===== src/rtl/barerom_loader_if.sv =====
// Byte-stream input and RAM write port of barerom_loader.
// slave: the loader side; master: the byte source / RAM side.
interface barerom_loader_if #(
    parameter int WIDTH = 32,
    parameter int SCALE = 10
);
    logic             in_valid;
    logic [7:0]       in_data;
    logic             in_ready;
    logic             ram_we;
    logic [SCALE-1:0] ram_addr;
    logic [WIDTH-1:0] ram_wdata;

    modport slave (
        input  in_valid, in_data,
        output in_ready, ram_we, ram_addr, ram_wdata
    );

    modport master (
        output in_valid, in_data,
        input  in_ready, ram_we, ram_addr, ram_wdata
    );
endinterface


===== src/rtl/barerom_loader.sv =====
// Loads len little-endian words from a byte stream into a BARERAM write port.
// Define BAREROM_LOADER_CHECKSUM_EN to require a trailing mod-256 checksum byte.
module barerom_loader #(
    parameter int WIDTH = 32,
    parameter int SCALE = 10
) (
    input  logic              clk,
    input  logic              rst,
    input  logic              start,
    input  logic [SCALE:0]    len,
    barerom_loader_if.slave   bus,
    output logic              busy,
    output logic              done,
    output logic              err
);

    localparam int NB = WIDTH / 8;
    localparam int IW = (NB > 1) ? $clog2(NB) : 1;
    localparam logic [IW-1:0]    IDX_LAST = IW'(NB - 1);
    localparam logic [IW-1:0]    IDX_ONE  = IW'(1);
    localparam logic [SCALE-1:0] ADDR_ONE = SCALE'(1);
    localparam logic [SCALE:0]   CNT_ONE  = (SCALE + 1)'(1);

    typedef enum logic [2:0] {IDLE, COLLECT, WRITE, CHECK, FIN} state_t;

    state_t           state_q, state_d;
    logic [SCALE-1:0] addr_q, addr_d;
    logic [SCALE:0]   cnt_q, cnt_d;
    logic [IW-1:0]    idx_q, idx_d;
    logic [WIDTH-1:0] word_q, word_d;
    logic             ram_we_q, ram_we_d;
    logic             in_ready_q, in_ready_d;
    logic             busy_q, busy_d;
    logic             done_q, done_d;
    logic             xfer;
`ifdef BAREROM_LOADER_CHECKSUM_EN
    logic [7:0]       sum_q, sum_d;
    logic             err_q, err_d;
`endif

    assign xfer = bus.in_valid && in_ready_q;

    always_comb begin
        state_d = state_q;
        addr_d  = addr_q;
        cnt_d   = cnt_q;
        idx_d   = idx_q;
        word_d  = word_q;
`ifdef BAREROM_LOADER_CHECKSUM_EN
        sum_d   = sum_q;
        err_d   = err_q;
`endif
        case (state_q)
            IDLE: begin
                if (start) begin
                    cnt_d   = len;
                    addr_d  = '0;
                    idx_d   = '0;
`ifdef BAREROM_LOADER_CHECKSUM_EN
                    sum_d   = '0;
                    err_d   = 1'b0;
`endif
                    state_d = (len == '0) ? FIN : COLLECT;
                end
            end
            COLLECT: begin
                if (xfer) begin
                    word_d[8*idx_q +: 8] = bus.in_data;
`ifdef BAREROM_LOADER_CHECKSUM_EN
                    sum_d = sum_q + bus.in_data;
`endif
                    if (idx_q == IDX_LAST) begin
                        idx_d   = '0;
                        state_d = WRITE;
                    end else begin
                        idx_d = idx_q + IDX_ONE;
                    end
                end
            end
            WRITE: begin
                // The address wrap after a full 2**SCALE-word load is harmless.
                addr_d = addr_q + ADDR_ONE;
                cnt_d  = cnt_q - CNT_ONE;
                if (cnt_q == CNT_ONE) begin
`ifdef BAREROM_LOADER_CHECKSUM_EN
                    state_d = CHECK;
`else
                    state_d = FIN;
`endif
                end else begin
                    state_d = COLLECT;
                end
            end
            CHECK: begin
`ifdef BAREROM_LOADER_CHECKSUM_EN
                if (xfer) begin
                    if ((sum_q + bus.in_data) != 8'd0) err_d = 1'b1;
                    state_d = FIN;
                end
`else
                state_d = FIN;
`endif
            end
            FIN:     state_d = IDLE;
            default: state_d = IDLE;
        endcase

        // Outputs follow the next state so they are valid for the whole state.
        ram_we_d   = (state_d == WRITE);
        in_ready_d = (state_d == COLLECT) || (state_d == CHECK);
        busy_d     = (state_d != IDLE);
        done_d     = (state_d == FIN);
    end

    always_ff @(posedge clk) begin
        if (rst) begin
            state_q    <= IDLE;
            addr_q     <= '0;
            cnt_q      <= '0;
            idx_q      <= '0;
            word_q     <= '0;
            ram_we_q   <= 1'b0;
            in_ready_q <= 1'b0;
            busy_q     <= 1'b0;
            done_q     <= 1'b0;
`ifdef BAREROM_LOADER_CHECKSUM_EN
            sum_q      <= '0;
            err_q      <= 1'b0;
`endif
        end else begin
            state_q    <= state_d;
            addr_q     <= addr_d;
            cnt_q      <= cnt_d;
            idx_q      <= idx_d;
            word_q     <= word_d;
            ram_we_q   <= ram_we_d;
            in_ready_q <= in_ready_d;
            busy_q     <= busy_d;
            done_q     <= done_d;
`ifdef BAREROM_LOADER_CHECKSUM_EN
            sum_q      <= sum_d;
            err_q      <= err_d;
`endif
        end
    end

    assign bus.in_ready  = in_ready_q;
    assign bus.ram_we    = ram_we_q;
    assign bus.ram_addr  = addr_q;
    assign bus.ram_wdata = word_q;
    assign busy          = busy_q;
    assign done          = done_q;
`ifdef BAREROM_LOADER_CHECKSUM_EN
    assign err           = err_q;
`else
    assign err           = 1'b0;
`endif

endmodule


===== src/flat_wrapper.sv =====
// flat-port wrapper written by rule: the top's interface ports become plain ports
module barerom_loader_flat 
#(
    parameter int WIDTH = 32,
    parameter int SCALE = 10
)
  (clk, rst, start, len, busy, done, err, bus_in_valid, bus_in_data, bus_in_ready, bus_ram_we, bus_ram_addr, bus_ram_wdata);
  barerom_loader_if #(.WIDTH(WIDTH), .SCALE(SCALE)) bus_i ();
  input  logic clk;
  input  logic rst;
  input  logic start;
  input  logic [SCALE:0] len;
  output logic busy;
  output logic done;
  output logic err;
  input wire logic [$bits(bus_i.in_valid)-1:0] bus_in_valid;
  input wire logic [$bits(bus_i.in_data)-1:0] bus_in_data;
  output wire logic [$bits(bus_i.in_ready)-1:0] bus_in_ready;
  output wire logic [$bits(bus_i.ram_we)-1:0] bus_ram_we;
  output wire logic [$bits(bus_i.ram_addr)-1:0] bus_ram_addr;
  output wire logic [$bits(bus_i.ram_wdata)-1:0] bus_ram_wdata;
  assign bus_i.in_valid = bus_in_valid;
  assign bus_i.in_data = bus_in_data;
  assign bus_in_ready = bus_i.in_ready;
  assign bus_ram_we = bus_i.ram_we;
  assign bus_ram_addr = bus_i.ram_addr;
  assign bus_ram_wdata = bus_i.ram_wdata;
  barerom_loader #(.WIDTH(WIDTH), .SCALE(SCALE)) u_core (.clk(clk), .rst(rst), .start(start), .len(len), .bus(bus_i), .busy(busy), .done(done), .err(err));
endmodule

===== config.mk =====
export PLATFORM = sky130hd
export DESIGN_NAME = barerom_loader_flat
export DESIGN_NICKNAME = d
export VERILOG_FILES = /design/src/rtl/barerom_loader_if.sv /design/src/rtl/barerom_loader.sv /design/src/flat_wrapper.sv
export SDC_FILE = /design/constraint.sdc
export NUM_CORES = 1
export LEC_CHECK = 0
export BUFFER_PORTS_ARGS = -buffer_cell sky130_fd_sc_hd__buf_2
export CAP_MARGIN = 5
export CELL_PAD_IN_SITES_DETAIL_PLACEMENT = 0
export CELL_PAD_IN_SITES_GLOBAL_PLACEMENT = 1
export CORE_ASPECT_RATIO = 0.6
export CORE_UTILIZATION = 38
export DETAILED_ROUTE_END_ITERATION = 12
export PLACE_DENSITY = 0.77
export SLEW_MARGIN = 20
export SYNTH_ARGS = -nofsm -noshare
export SYNTH_HDL_FRONTEND = slang
export SYNTH_SLANG_ARGS = --single-unit

===== constraint.sdc =====
create_clock -name clk -period 4.8 [get_ports clk]
set_clock_uncertainty 0.05 [all_clocks]
set_input_delay 0.24 -clock clk [delete_from_list [all_inputs] [get_ports clk]]
set_output_delay 0.24 -clock clk [all_outputs]
set_load 0.03 [all_outputs]

# == Word level (Yosys, flattened, before mapping) ==
# Cells that the tools add are included.
# classes
n_mux,15
add_sub_neg,4
n_eq_ne,11
n_shift,2
n_reduce_logical,10
# op_table
operator,count
$neg 5->34,1
$shift 8x34->32 const A,1
$shiftx 8x34->32,1
$bwmux 32,1
$pmux 11 s2,1
$pmux 10 s2,1
$mux 3,5
$eq 3x2->1 const B,4
$pmux 3 s4,1
$eq 11x1->1 const B,1
$logic_not 11->1,1
$mux 11,1
$sub 11x1->11 const B,1
$add 10x1->10 const B,1
$mux 10,1
$eq 3x1->1 const B,2
$mux 2,3
$pmux 2 s2,1
$reduce_and 2->1,2
$reduce_bool 2->1,2
$eq 3x3->1 const B,1
$logic_not 3->1,1
$reduce_and 3->1,1
$reduce_bool 3->1,1
6 further kinds,6
# word_totals
ff_bits,62
word_cells,51
out_inout_bits,47
inputBits,23

# == Depth between registers and ports, before layout ==
# Gate-level depths: netlist of the first run.
# logic_depth
ltp_word,6
depth_mapped,6
depth_no_buf,6

# == Worst setup path after synthesis of the first run ==
# OpenSTA, ideal clock, no wires.
# synth_timing
path_type,register to register
start,register u_core.addr_q[2] (netlist: u_core.bus.ram_addr[2])
end,register u_core.addr_q[9] (netlist: u_core.bus.ram_addr[9])
period_less_slack_ns,1.902
arrival_ns,1.782
path_stages_with_launch,5
setup_ns,0.070
required_time_ns,4.680
n_path_buf,0
path_slack_ns,2.898
cell_sequence,dfxtp_1 nand4_1 or4_4 or3_1 a21oi_1
# synth_via
elab_chain_cells,2
# synth_lines
element,line_no,text
start: declaration,barerom_loader.sv:27,"logic [SCALE-1:0] addr_q, addr_d;"
start signal: assignment,barerom_loader.sv:132,addr_q <= addr_d;
$add 10x1->10,barerom_loader.sv:82,addr_d = addr_q + ADDR_ONE;
$pmux 10 s2,barerom_loader.sv:53,case (state_q)
# Every way passes these cells.
# A chain may end at the register's enable or synchronous reset.

# == Worst setup path in the final report of the first run ==
# layout_timing
start,register u_core.idx_q[0]
end,register u_core.word_q[10] (netlist: u_core.bus.ram_wdata[10])
# layout_via
elab_chain_cells,3
word_cells_on_any_way,4
classes_between,add/sub: 1; shift: 2; mux: 1
# layout_lines
element,line_no,text
start: declaration,barerom_loader.sv:29,"logic [IW-1:0] idx_q, idx_d;"
start signal: assignment,barerom_loader.sv:134,idx_q <= idx_d;
$neg 5->34 (*),barerom_loader.sv:68,word_d[8*idx_q +: 8] = bus.in_data;
$shiftx 8x34->32 or $shift 8x34->32 (tied branches),barerom_loader.sv:68,
$bwmux 32 (*),barerom_loader.sv:68,
end signal: assignment,barerom_loader.sv:135,word_q <= word_d;
end: declaration,barerom_loader.sv:30,"logic [WIDTH-1:0] word_q, word_d;"
# Mark *: on every way between the ends. The rest lies on a longest branch, timed or not.

==> results.cfg, run 1 <==
[run_status]
status = complete, but fails checks
violations = DRC

[clock_tree]
cts_tree = done
cts.sinks = 62
cts_buffers = 9
cts.hold.buffers_added = 0
cts-root-buf = clkbuf_16
worstSkewPairLatency_ns = 0.32
path_clk_slew_ns = 0.05
htree_num_levels = 3
cts_buffer_depth = 2
cts_resized = 0
post_cts_buffers = 0

[yosys]
synth.area.top_cells = dfxtp_1 (45%), nand3_1 (8.3%), a21oi_1 (7.8%), nand2_1 (6.4%), ha_1 (4.1%)
yosys_warnings = 0
synth_top_family_by_area = simple AND/OR/NAND/NOR gates
ys_types = 46
synth_area_um2 = 2760
synth.largest_area_cell = dfxtp_1
synth-simple-area-share = 0.287
ys_seq_elements = 62
netlist_instances = 332
synth-edff-count = 0
synthMuxAreaShare = 0
synth_fa_ha_area_frac = 0.0408
synth_top_area_share = 0.449
syn-num-nets = 364
async_reset_ff_frac = 0
yosys_most_used_dff = dfxtp_1
synthXorXnorAreaFrac = 0.00317
synth.avg_cell_area_um2 = 8.32
synth_compound_area_frac = 0.170
yosysSeqAreaShare = 0.449

[floorplan]
io_pins = 70
dieArea_um2 = 7630
rows = 23
die_h_um = 68.0
fp.coreArea_um2 = 6850
start_util = 0.403
die_w_um = 112

[critical_path]
reg2reg_to = u_core.bus.ram_wdata[10]
crit_path_start_kind = register
ff2ff_setup_slack_ns = 2.49
crit_buf_inv = 1
path_cells = inv_1 > ha_1 > nor3b_1 > nand3_1 > a21oi_1
crit_required_ns = 4.99
path_class = reg -> reg
slowest_stage = nor3b_1
critPathArrivalTime_ns = 2.50
crit_path_max_incr_delay_ns = 0.80
crit_path_end_kind = register
reg2reg_from = u_core.idx_q[0]
ff2ff_path_depth = 5
critPathMaxFanout = 8
startpoint = u_core.idx_q[0]
path_delay_family = simple AND/OR/NAND/NOR gates
crit_cells = 5

[drt]
wl_mm = 7.42
drt_iter0_drc = 172
drc = 2
avgViaCountPerCell = 5.45
via_count = 2643
first_pass_iters = 9
drtAntennaViolNets = 0
wl_per_cell_um = 15.3

[place]
portBuffers = 68
place_inst = 469
dp_hpwl_mm = 5.20
globalplace.congestion = 0.846

[layout]
n_fill_cell = 687
nets = 425
register_area_um2 = 1240
antennaDiodeCount = 0
layout_common_cells = buf_2 (68), dfxtp_1 (62), nand2_1 (47)
syn2layout_area_growth_pct = 25.0
final_cells = 485
multi_input_area_um2 = 1390
drive_above_1_share = 0.244
final_common_cell = buf_2
fin_util = 0.504

[sta]
finalCritPeriodShare = 0.481
setup_violations = 0
fmax_mhz = 433
min_period_ns = 2.31
report.final.slew_viol_count = 0
hold_slack_ns = 0.132
finalHoldViolCount = 0
grt_setup_unrepaired = no
setup_tns_ns = 0
tightestPinTransition_ns = 0.956
maxSlewHeadroom = 0.361

[grt]
grt_antenna_before_repair = 0
grt_usage = 0.195
grt_max_degree = 64
grt_pass1_vias = 2147
grt-ovfl-total = 0
grt_pass1_wl_mm = 11.1

[pwr]
power_frac_seq = 0.403
p_per_area_nw_per_um2 = 383
power.internal_w = 0.00102
peakVddDrop_mv = 0.164
sw_frac_of_total = 0.229
power_frac_comb = 0.070
clkPwrFrac = 0.527
p_total_w = 0.00132
p_sw_w = 0.000303
total_leakage_power_nw = 1.35

[min_path]
min-delay-start = len[0]
whs_path_depth = 3
hold_path.class = in -> reg
holdPathEnd = u_core.cnt_q[0]

[flow_run]
cap_violations = 0
[power groups by stage]
| stage | sequential [W] | combinational, W | clock (W) |
|---|---|---|---|
| detailed placement | 0.000544 | 0.0000920 | 0 |
| global route | 0.000535 | 0.000101 | 0.000739 |
| CTS | 0.000533 | 0.0000924 | 0.000714 |
| global placement | 0.000544 | 0.0000921 | 0 |
| finish | 0.000534 | 0.0000923 | 0.000698 |
| floorplan | 0.000546 | 0.0000565 | 0 |
[per-stage QoR]
stage / worst slack, ns / area [um2]
6_report: 2.49 / 3450
3_3_place_gp: 2.66 / 3130
4_1_cts: 2.50 / 3450
2_1_floorplan: 2.90 / 2760
5_1_grt: 2.28 / 3450
3_5_place_dp: 2.58 / 3130
[how the worst max path moves through the flow]
stage / end / slack [ns]
final: u_core.bus.ram_wdata[10] / 2.49
after global placement: u_core.bus.ram_wdata[23] / 2.66
after floorplan: u_core.bus.ram_addr[9] / 2.90
after global routing: u_core.bus.ram_wdata[18] / 2.28
after detailed placement: u_core.bus.ram_wdata[8] / 2.58
after CTS: u_core.bus.ram_wdata[10] / 2.50
[cell usage after synthesis, drive strengths merged, types with 2 or more instances]
library cell	number
a21oi	43
a221oi	3
a22oi	3
a31oi	9
a32oi	2
and2	2
and3	4
buf	5
clkbuf	16
dfxtp	62
ha	9
inv	7
nand2	47
nand2b	2
nand3	46
nand4	3
nor2	16
nor3	8
nor3b	7
nor4	2
nor4b	2
o211ai	5
o21ai	2
o311ai	3
o31ai	2
or2	2
or3	3
or3b	2
or4	4
or4b	2
[flip-flops by register name, summed over array words and instances, names as in the netlist]
| name | flops |
|---|---|
| u_core.bus.ram_addr | 10 |
| u_core.idx_q | 2 |
| u_core.bus.in_ready | 1 |
| u_core.bus.ram_we | 1 |
| u_core.cnt_q | 11 |
| u_core.done | 1 |
| u_core.bus.ram_wdata | 32 |
| u_core.state_q | 3 |
| u_core.busy | 1 |
[area by class of cell]
| class | instances | share of cell area |
|---|---|---|
| multi-input combinational | 242 | 0.402 |
| clock inverter | 6 | 0.0246 |
| tap | 87 | 0.0315 |
| clock buffer | 10 | 0.0692 |
| timing repair buffer | 71 | 0.105 |
| sequential | 62 | 0.360 |
| inverter | 7 | 0.00761 |
[layer usage]
layer  up-vias  track usage  share of wire
li1       1332            -              -
met1      1237        0.289           0.54
met2        68        0.254           0.38
met3         6       0.0709          0.068
met4         0       0.0667          0.010
met5         -            0              0
[cell families (layout without fill, tap and decap cells)]
group,after synthesis,after routing
compound gates,77,77
xor+xnor,1,1
fa+ha+maj,9,9
buf+inv,28,94
flops,62,62
other cells,1,1
simple gates,154,154
[worst min-delay path: stages]
cell	delay [ns]
buf_2	0.09
a221oi_1	0.07
nor2_1	0.07
Power figures use the tool's default switching activity.
==> run 2: changes to the inputs <==
--- a/config.mk
+++ b/config.mk
@@ -10,9 +10,9 @@
 export CELL_PAD_IN_SITES_DETAIL_PLACEMENT = 0
 export CELL_PAD_IN_SITES_GLOBAL_PLACEMENT = 1
 export CORE_ASPECT_RATIO = 0.6
-export CORE_UTILIZATION = 38
+export CORE_UTILIZATION = 35
 export DETAILED_ROUTE_END_ITERATION = 12
-export PLACE_DENSITY = 0.77
+export PLACE_DENSITY = 0.75
 export SLEW_MARGIN = 20
 export SYNTH_ARGS = -nofsm -noshare
 export SYNTH_HDL_FRONTEND = slang
==> constraint.sdc (replaced) <==
create_clock -name clk -period 1.9 [get_ports clk]
set_clock_uncertainty 0.05 [all_clocks]
set_input_delay 0.095 -clock clk [delete_from_list [all_inputs] [get_ports clk]]
set_output_delay 0.095 -clock clk [all_outputs]
set_load 0.03 [all_outputs]
==> results.cfg, run 2 (synthesis results as in run 1) <==
[pwr]
peakVddDrop_mv = 0.477
p_per_area_nw_per_um2 = 869
total_leakage_power_nw = 1.41

[floorplan]
die_w_um = 117
fp.coreArea_um2 = 7450
io_pins = 70
rows = 24
die_h_um = 70.8
start_util = 0.371
dieArea_um2 = 8260

[critical_path]
critPathArrivalTime_ns = 1.99
startpoint = u_core.state_q[0]
crit_path_start_kind = register
ff2ff_path_depth = 4
worstSetupEndpoint = u_core.bus.ram_addr[9]
reg2reg_to = u_core.bus.ram_addr[9]
ff2ff_setup_slack_ns = 0.11
crit_path_end_kind = register
crit_required_ns = 2.10
path_class = reg -> reg
critPathMaxFanout = 9
reg2reg_from = u_core.state_q[0]

[grt]
grt_pass1_wl_mm = 12.0
grt_max_degree = 33
grt_usage = 0.193
grt_pass1_vias = 2380
grt-ovfl-total = 0
grt_antenna_before_repair = 0

[layout]
n_fill_cell = 769
final_common_cell = buf_2
antennaDiodeCount = 0
nets = 440
fin_area_um2 = 3550
layout_common_cells = buf_2 (68), dfxtp_1 (60), nand2_1 (47)
final_cells = 516
largest_reg_flops = 32
syn2layout_area_growth_pct = 28.4
drive_above_1_share = 0.269

[place]
globalplace.congestion = 0.792
dp_hpwl_mm = 5.59
place_inst = 500
dp_worst_setup_slack_ns = 0.0831
portBuffers = 68
dpl-instance-area_um2 = 3260

[clock_tree]
cts-root-buf = clkbuf_16
cts_tree = done
cts_buffer_depth = 2
post_cts_buffers = 0
htree_num_levels = 3
cts_buffers = 9
path_clk_slew_ns = 0.05
worstSkewPairLatency_ns = 0.32
cts.sinks = 62

[drt]
first_pass_iters = 4
avgViaCountPerCell = 5.19
wl_mm = 7.63
drc = 0
via_count = 2676
drt_iter0_drc = 158
drtAntennaViolNets = 0
wl_per_cell_um = 14.8

[run_status]
status = finished clean

[sta]
grt_setup_unrepaired = no
tightestPinTransition_ns = 0.495
setup_tns_ns = 0
setup_violations = 0
finalCritPeriodShare = 0.942
maxSlewHeadroom = 0.667
setup_ws_ns = 0.110
finalHoldViolCount = 0
fmax_mhz = 559
report.final.slew_viol_count = 0
hold_slack_ns = 0.00557
min_period_ns = 1.79

[flow_run]
cap_violations = 0

[min_path]
hold_path.class = in -> reg
min-delay-start = len[5]
-- run 2: worst min path at each step --
stage	to	slack (ns)	cells after the start
2_1_floorplan	u_core.cnt_q[8]	0.20	2
3_3_place_gp	u_core.cnt_q[6]	0.32	3
3_5_place_dp	u_core.cnt_q[6]	0.33	3
4_1_cts	u_core.cnt_q[4]	0.0005	3
5_1_grt	u_core.cnt_q[0]	0.01	3
6_report	u_core.cnt_q[5]	0.006	3
-- run 2: per-layer routing --
| layer | GRT usage | vias to the layer above | part of all wire |
|---|---|---|---|
| li1 | - | 1351 | - |
| met1 | 0.295 | 1225 | 0.51 |
| met2 | 0.254 | 91 | 0.38 |
| met3 | 0.0531 | 9 | 0.092 |
| met4 | 0.0675 | 0 | 0.011 |
| met5 | 0 | - | 0 |
-- run 2: where the power goes --
| part | switching [W] | total, W | internal (W) |
|---|---|---|---|
| Clock | 0.000531 | 0.00147 | 0.000943 |
| Combinational | 0.000164 | 0.000259 | 0.0000944 |
| Sequential | 0.0000223 | 0.00135 | 0.00133 |
| Total | 0.000717 | 0.00308 | 0.00236 |
-- run 2: worst max-delay path, stage by stage (launching register included) --
cell     delay, ns
dfxtp_2       0.36
or2_4         0.29
or4_4         0.56
or3_1         0.32
a21oi_1       0.14
-- run 2: layout make-up --
type,count,area (um2),area share
multi-input cells,242,1400,0.394
repair buffers,86,478,0.135
well taps,104,130,0.0367
flip-flops and latches,62,1240,0.351
clock buffers,14,264,0.0745
inverters,7,26.3,0.00741
clock inverters,1,5.00,0.00141
-- run 2: stage by stage --
stage               utilization  total power [W]
floorplan                     -          0.00152
global placement          0.437          0.00163
detailed placement        0.437          0.00163
CTS                       0.475          0.00312
global route              0.476          0.00321
finish                    0.476          0.00308
-- run 2: what timing repair did --
item,4_1_cts,5_1_grt
gates resized for setup,0,3
endpoints found under the setup margin,0,4
hold buffers,1,0
endpoints found under the hold margin,1,0
==> run 3: changes to the inputs <==
--- a/config.mk
+++ b/config.mk
@@ -10,9 +10,10 @@
 export CELL_PAD_IN_SITES_DETAIL_PLACEMENT = 0
 export CELL_PAD_IN_SITES_GLOBAL_PLACEMENT = 1
 export CORE_ASPECT_RATIO = 0.6
-export CORE_UTILIZATION = 35
+export CORE_UTILIZATION = 36
+export CTS_BUF_LIST = sky130_fd_sc_hd__clkbuf_8
 export DETAILED_ROUTE_END_ITERATION = 12
-export PLACE_DENSITY = 0.75
+export PLACE_DENSITY = 0.77
 export SLEW_MARGIN = 20
 export SYNTH_ARGS = -nofsm -noshare
 export SYNTH_HDL_FRONTEND = slang
==> results.cfg, run 3 (synthesis results as in run 1) <==
[drt]
dr_wl_met2_mm = 2.99
first_pass_iters = 5
wl_met1_mm = 3.69
wl_per_cell_um = 14.3
via_count = 2774
avgViaCountPerCell = 5.24
drtAntennaViolNets = 0
drc = 0
wl_mm = 7.58
drt_iter0_drc = 235
route.met3.wl_um = 824
topRoutingLayerUsed = met4

[clock_tree]
cts_buffer_depth = 2
path_clk_slew_ns = 0.07
worstSkewPairLatency_ns = 0.34
cts_tree = done
htree_num_levels = 3
cts-root-buf = clkbuf_8
cts_buffers = 9
cts.sinks = 62
post_cts_buffers = 0

[grt]
grt_max_degree = 30
grt_antenna_before_repair = 0
grt_pass1_vias = 2419
grt_usage = 0.200
grt_pass1_wl_mm = 12.2
grt-ovfl-total = 0

[place]
dpl-instance-area_um2 = 3270
portBuffers = 68
globalplace.congestion = 0.801
dp_hpwl_mm = 5.47

[sta]
grt_setup_unrepaired = no
fmax_mhz = 543
setup_violations = 0
min_period_ns = 1.84
setup_tns_ns = 0
report.final.slew_viol_count = 0
finalCritPeriodShare = 0.970
finalHoldViolCount = 0

[floorplan]
fp.coreArea_um2 = 7360
die_w_um = 115
rows = 24
io_pins = 70
dieArea_um2 = 8040
die_h_um = 69.9
start_util = 0.376

[critical_path]
critPathMaxFanout = 9
ff2ff_setup_slack_ns = 0.06
crit_required_ns = 2.12
reg2reg_from = u_core.state_q[0]
startpoint = u_core.state_q[0]
path_class = reg -> reg
ff2ff_path_depth = 4
crit_path_start_kind = register
reg2reg_to = u_core.bus.ram_addr[9]
critPathArrivalTime_ns = 2.06
crit_path_end_kind = register

[layout]
syn2layout_area_growth_pct = 29.7
n_fill_cell = 739
multi_input_area_um2 = 1400
layout_common_cells = buf_2 (68), dfxtp_1 (60), nand2_1 (47)
nets = 453
register_area_um2 = 1240
final_common_cell = buf_2
largest_reg_flops = 32
drive_above_1_share = 0.259
antennaDiodeCount = 0
fin_area_um2 = 3580

[min_path]
whs_path_depth = 3
hold_path.class = in -> reg
min-delay-start = bus_in_data[1]
holdPathEnd = u_core.bus.ram_wdata[9]

[pwr]
total_leakage_power_nw = 1.44
p_per_area_nw_per_um2 = 734
peakVddDrop_mv = 0.326

[flow_run]
cap_violations = 0

[run_status]
status = finished clean
==> run 3: cell count changes in the layout (fill, tap and decap cells not counted), sizes merged <==
cell / previous run / this run
clkbuf: 14 / 11
dlygate4sd3: 1 / 14
inv: 7 / 10
==> run 3: worst max-delay path: stages (launching register included) <==
cell     delay, ns
dfxtp_1       0.39
or2_4         0.31
or4_4         0.56
or3_1         0.32
a21oi_1       0.14
==> run 3: cell type report <==
| class | instances | share of cell area |
|---|---|---|
| multi-input cells | 242 | 0.389 |
| inverters | 7 | 0.00733 |
| well taps | 104 | 0.0363 |
| clock buffers | 11 | 0.0422 |
| repair buffers | 99 | 0.173 |
| flip-flops and latches | 62 | 0.347 |
| clock inverters | 4 | 0.00454 |
==> run 3: what timing repair did <==
action	CTS	global route
resized for setup	0	3
setup endpoints to repair	0	5
hold buffers	14	0
hold endpoints to repair	21	0
==> run 3: metrics by stage <==
stage,hold WS [ns],setup WS (ns),instances,utilization,power (W)
CTS,0.0000713,0.0735,529,0.486,0.00266
finish,0.0308,0.0576,529,0.487,0.00263
global route,0.0231,0.00861,529,0.487,0.00275
floorplan,0.195,0.0450,332,-,0.00152
detailed placement,0.320,0.0904,500,0.444,0.00163
global placement,0.312,0.116,500,0.444,0.00163
==> run 3: worst max path at each step <==
| stage | end | depth (start not counted) |
|---|---|---|
| finish | u_core.bus.ram_addr[9] | 4 |
| global route | u_core.idx_q[0] | 5 |
| CTS | u_core.bus.ram_addr[9] | 4 |
| detailed placement | u_core.bus.ram_addr[9] | 4 |
| global placement | u_core.bus.ram_addr[9] | 4 |
| floorplan | u_core.bus.ram_addr[9] | 4 |
==> run 3: metal layers <==
layer | vias to the layer above | global-route usage
met5 | - | 0
met4 | 0 | 0.0765
met3 | 8 | 0.0833
met2 | 117 | 0.258
met1 | 1264 | 0.289
li1 | 1385 | -
==> run 3: where the power goes <==
group          internal, W  leakage (nW)  switching (W)
combinational     0.000116         0.836       0.000171
clock             0.000521        0.0990       0.000477
sequential         0.00132         0.503      0.0000206
